===== config.mk =====
export PLATFORM = sky130hd
export DESIGN_NAME = dram_rr_arbiter
export DESIGN_NICKNAME = d
export VERILOG_FILES = /design/src/rtl/dram_rr_arbiter.sv
export SDC_FILE = /design/constraint.sdc
export NUM_CORES = 1
export LEC_CHECK = 0
export CAP_MARGIN = 20
export CORE_MARGIN = 2
export CORE_UTILIZATION = 60
export DETAILED_ROUTE_END_ITERATION = 6
export DONT_BUFFER_PORTS = 1
export PLACE_DENSITY = 0.76
export SLEW_MARGIN = 20
export SYNTH_ARGS = -nofsm -noshare
export SYNTH_HDL_FRONTEND = slang
export SYNTH_SLANG_ARGS = --single-unit
export TNS_END_PERCENT = 10

===== constraint.sdc =====
create_clock -name i_clk -period 2.8 [get_ports i_clk]
set_clock_uncertainty 0.05 [all_clocks]
set_input_delay 0.56 -clock i_clk [delete_from_list [all_inputs] [get_ports i_clk]]
set_output_delay 0.56 -clock i_clk [all_outputs]
set_load 0.03 [all_outputs]

===== src/rtl/dram_rr_arbiter.sv =====
// Round-robin sequencer giving up to 4 cores one-at-a-time access to the single-port DRAM.
// Optional per-core grant counters (o_grant_cnt) when ARB_STATS_EN is defined.
module dram_rr_arbiter #(
    parameter int ADDR_W   = 16,
    parameter int DATA_W   = 8,
    parameter int READ_LAT = 1
) (
    input  logic                  i_clk,
    input  logic                  i_rst,
    input  logic [2:0]            i_noc,
    input  logic [3:0]            i_req,
    input  logic [3:0]            i_we,
    input  logic [4*ADDR_W-1:0]   i_addr,
    input  logic [4*DATA_W-1:0]   i_wdata,
    output logic [4*DATA_W-1:0]   o_rdata,
    output logic [3:0]            o_gnt,
    output logic [3:0]            o_done,
    output logic                  o_busy,
    output logic [ADDR_W-1:0]     o_dram_addr,
    output logic [DATA_W-1:0]     o_dram_data,
    output logic                  o_dram_rden,
    output logic                  o_dram_wren,
    input  logic [DATA_W-1:0]     i_dram_q
`ifdef ARB_STATS_EN
    ,
    output logic [4*16-1:0]       o_grant_cnt
`endif
);

    localparam int CNT_W = (READ_LAT > 1) ? $clog2(READ_LAT) : 1;

    typedef enum logic [1:0] {
        S_IDLE,
        S_ISSUE,
        S_WAIT,
        S_DONE
    } state_t;

    state_t              state, state_nxt;
    logic [1:0]          ptr, idx;
    logic                lat_we;
    logic [ADDR_W-1:0]   lat_addr;
    logic [DATA_W-1:0]   lat_wdata;
    logic [CNT_W-1:0]    cnt;
    logic [4*DATA_W-1:0] rdata_q;

    logic [2:0] n_act;
    logic [3:0] eligible;
    logic       found;
    logic [1:0] pick;
    logic [1:0] cand;

    // Eligibility and rotating scan starting just after the last winner.
    always_comb begin
        n_act    = (i_noc > 3'd4) ? 3'd4 : i_noc;
        eligible = '0;
        found    = 1'b0;
        pick     = ptr;
        cand     = ptr;
        for (int unsigned k = 0; k < 4; k++) begin
            eligible[k] = i_req[k] && (3'(k) < n_act);
        end
        for (int unsigned s = 1; s <= 4; s++) begin
            cand = ptr + 2'(s);
            if (!found && eligible[cand]) begin
                found = 1'b1;
                pick  = cand;
            end
        end
    end

    always_comb begin
        state_nxt = state;
        case (state)
            S_IDLE:  if (found) state_nxt = S_ISSUE;
            S_ISSUE: state_nxt = lat_we ? S_DONE : S_WAIT;
            S_WAIT:  if (cnt == '0) state_nxt = S_DONE;
            S_DONE:  state_nxt = S_IDLE;
            default: state_nxt = S_IDLE;
        endcase
    end

    always_ff @(posedge i_clk or posedge i_rst) begin
        if (i_rst) begin
            state     <= S_IDLE;
            ptr       <= 2'd3;
            idx       <= '0;
            lat_we    <= 1'b0;
            lat_addr  <= '0;
            lat_wdata <= '0;
            cnt       <= '0;
            rdata_q   <= '0;
        end else begin
            state <= state_nxt;
            case (state)
                S_IDLE: begin
                    if (found) begin
                        idx       <= pick;
                        ptr       <= pick;
                        lat_we    <= i_we[pick];
                        lat_addr  <= i_addr[int'(pick)*ADDR_W +: ADDR_W];
                        lat_wdata <= i_wdata[int'(pick)*DATA_W +: DATA_W];
                    end
                end
                S_ISSUE: cnt <= CNT_W'(READ_LAT - 1);
                S_WAIT: begin
                    if (cnt == '0) rdata_q[int'(idx)*DATA_W +: DATA_W] <= i_dram_q;
                    else           cnt <= cnt - 1'b1;
                end
                default: ;
            endcase
        end
    end

    assign o_busy      = (state != S_IDLE);
    assign o_gnt       = o_busy ? (4'b0001 << idx) : 4'b0000;
    assign o_done      = (state == S_DONE) ? (4'b0001 << idx) : 4'b0000;
    assign o_dram_rden = (state == S_ISSUE) && !lat_we;
    assign o_dram_wren = (state == S_ISSUE) && lat_we;
    assign o_dram_addr = lat_addr;
    assign o_dram_data = lat_wdata;
    assign o_rdata     = rdata_q;

`ifdef ARB_STATS_EN
    logic [4*16-1:0] grant_cnt_q;

    always_ff @(posedge i_clk or posedge i_rst) begin
        if (i_rst) begin
            grant_cnt_q <= '0;
        end else if (state == S_ISSUE && grant_cnt_q[int'(idx)*16 +: 16] != 16'hFFFF) begin
            grant_cnt_q[int'(idx)*16 +: 16] <= grant_cnt_q[int'(idx)*16 +: 16] + 16'd1;
        end
    end

    assign o_grant_cnt = grant_cnt_q;
`endif

endmodule


==> run metrics <==
syn avg cell area=9.21 um2; TritonCTS clock tree=done; max frequency=382 MHz; R2R Setup Slk=roughly 180 ps; DR iter-0 viols=577; number of global-route vias before repair=4646; Hold Violations, Final=0; Yosys warning count=0; final worst-path cycle share=93.6%; Tmin final=around 2600 ps; initial antenna violation count=0; mean routed wirelength per cell=24.9 um; layout cell share with drive strength beyond 1=15.5%; FF+latch count, synth=63; # DRC=0; fin nets=645; fill cell count=slightly below 700; post-CTS resize count=0; slowest CP cell=or3_2; GR Util met1=40.9%; Final Max Slew Viols=0; Worst setup EP type=register; Reg clk slew, reported paths=80 ps; die height=97.0 um; unrepaired setup endpoints after global routing=no; Synth cell types=41; vias=4966; status=finished clean; WS Path Type=register to register; first-pass GRT wire length=about 25000 um; leakage=around 2.3 nW; crit path buf inv count=2; DP HPWL=10600 um; most common cell after layout, fill and taps aside=o31ai_1; met2 Track Usage GR=50.1%; Multi-input gate area=between 3000 and 4000 um2; row count=33; share of the synthesized area in the top cell type=about 29%; final setup fails=0; Worst Max-Slew Pin Slew=795 ps; met3 Use GR=12.7%; num ports=184; cell family with most CP delay=simple AND/OR/NAND/NOR gates; Reg area=~1600 um2; crit-path cells=inv_1, or3_2, buf_4, a41o_1, nor4_1, o31ai_1; Syn Std Cell Area=5180 um2; CTS root buf=clkbuf_8; max incr delay on CP=about 710 ps; clock latency on the worst-skew pair=340 ps; RD Place Congestion=0.867; setup ws final=180 ps; worst min path class=primary input to asynchronous set/reset pin; ANT cells=0; GRT busiest layer=met2; Die Area=9400 um2; commonest cells after routing, fill and taps aside=o31ai_1, dfrtp_1, a31oi_1, nor4b_1, a41o_1; max-cap viol count=0; post-synthesis cell count=563; number of synthesized flops with an enable pin=0; ranking of synthesized cells by area=dfrtp_1, o31ai_1, a41o_1; IO buf count=0; Final TNS setup=0 ps; cts bufs inserted=9; Routed Antenna Nets=0; Core Util, Final=65.2%; effective utilization at floorplan=62.5%; CTS Sinks=63; CTS Hold Buffers Added=0; H-tree Lvls=3; global route total overflow=0; Max IR drop VDD=approximately 0.00053 V; Syn-to-layout area delta=4.32%; die width=97.0 um; Synth async-reset ratio=100%; core box area=~8300 um2; Critical Path AT=2780 ps; top_reg_cell synth=dfrtp_1; Mapped Nets=between 600 and 700; Total Wirelength=about 16000 um; Critical Path Start Type=register; Post-Place Cell Area=5230 um2; Post-CTS Setup Inserts=0; post-synth top area cell=dfrtp_1; clk buf depth=2; Initial DRT Pass Iterations=5; Rel. slew slack=47.0%; post-synthesis sequential area ratio=30.5%; Power Density=1130 nW/um2; dpl ws=between 200 and 250 ps; CP max FO=37; Total GRT Usage=32.2%; largest net degree at the start of global routing=82; vias per cell=about 7.9; final instance area=5410 um2; Crit path required time=between 2000 and 3000 ps
-- routing by layer --
metal	vias up	share of wire, %	routed length (um)
li1	2258	-	-
met1	2410	40	6180
met2	264	47	7300
met3	34	11	1740
met4	0	2.6	403
met5	-	0	0
-- synth_stat cells (all sizes together), types with 2 or more instances --
cell type and instances:
o31ai 75, dfrtp 61, clkbuf 56, nor4b 53, a31oi 52, a41o 50
nand2 36, a22o 32, buf 29, a211oi 26, nor4 26, ha 11
inv 8, nor2b 7, o21ai 6, and2 5, nor2 5, a32o 2
a41oi 2, and3 2, dfstp 2, o21a 2, or2 2, or3 2
-- path summary, 6_finish.rpt --
path                       depth (start not counted)   startpoint             end
hold reg to reg                                    1     state[1]        state[1]
hold / removal                                     1        i_rst  o_dram_addr[1]
min in group i_clk                                 1  i_dram_q[0]      o_rdata[0]
setup / recovery                                   6       ptr[1]  o_dram_data[3]
max in group asynchronous                          2        i_rst          ptr[0]
setup reg to reg                                   6       ptr[1]  o_dram_data[3]
-- sequential cells by signal, indices dropped and copies added (netlist names) --
signal       flops
ptr              2
o_rdata         32
idx              2
o_dram_data      8
lat_we           1
o_dram_addr     16
state            2
-- where the power goes --
part           switching (mW)  total (mW)  internal [mW]
clock network           0.393       0.741          0.348
registers               0.978        2.27           1.30
logic                    1.90        3.10           1.20
-- final cells by class --
type	instances	share of cell area, %
Multi-Input combinational cell	407	60.0
Sequential cell	63	29.3
Clock inverter	6	0.833
Timing Repair Buffer	28	4.35
Inverter	8	0.555
Tap cell	105	2.43
Clock buffer	10	2.54
-- worst reg2reg max path: stages, from the launching register on --
cell     delay, ps
dfstp_4        620
inv_1           70
or3_2          710
buf_4          360
a41o_1         300
nor4_1         270
o31ai_1        100
-- cell families (layout without fill, tap and decap cells) --
family	after synthesis	count (layout)	share of synthesized area, %
compound gates	253	253	40.9
fa+ha+maj	11	11	2.65
buf+inv	93	52	7.72
flops	63	63	30.5
mux	1	1	0.217
simple gates	142	142	18.1
-- metrics by stage --
step	std cells	hold WS, ps	power (mW)
global route	627	170	6.48
floorplan	563	414	4.73
global placement	611	496	5.23
detailed placement	611	504	5.35
CTS	627	132	6.08
finish	627	112	6.11
Note: power is estimated with default switching activity, not from simulation.
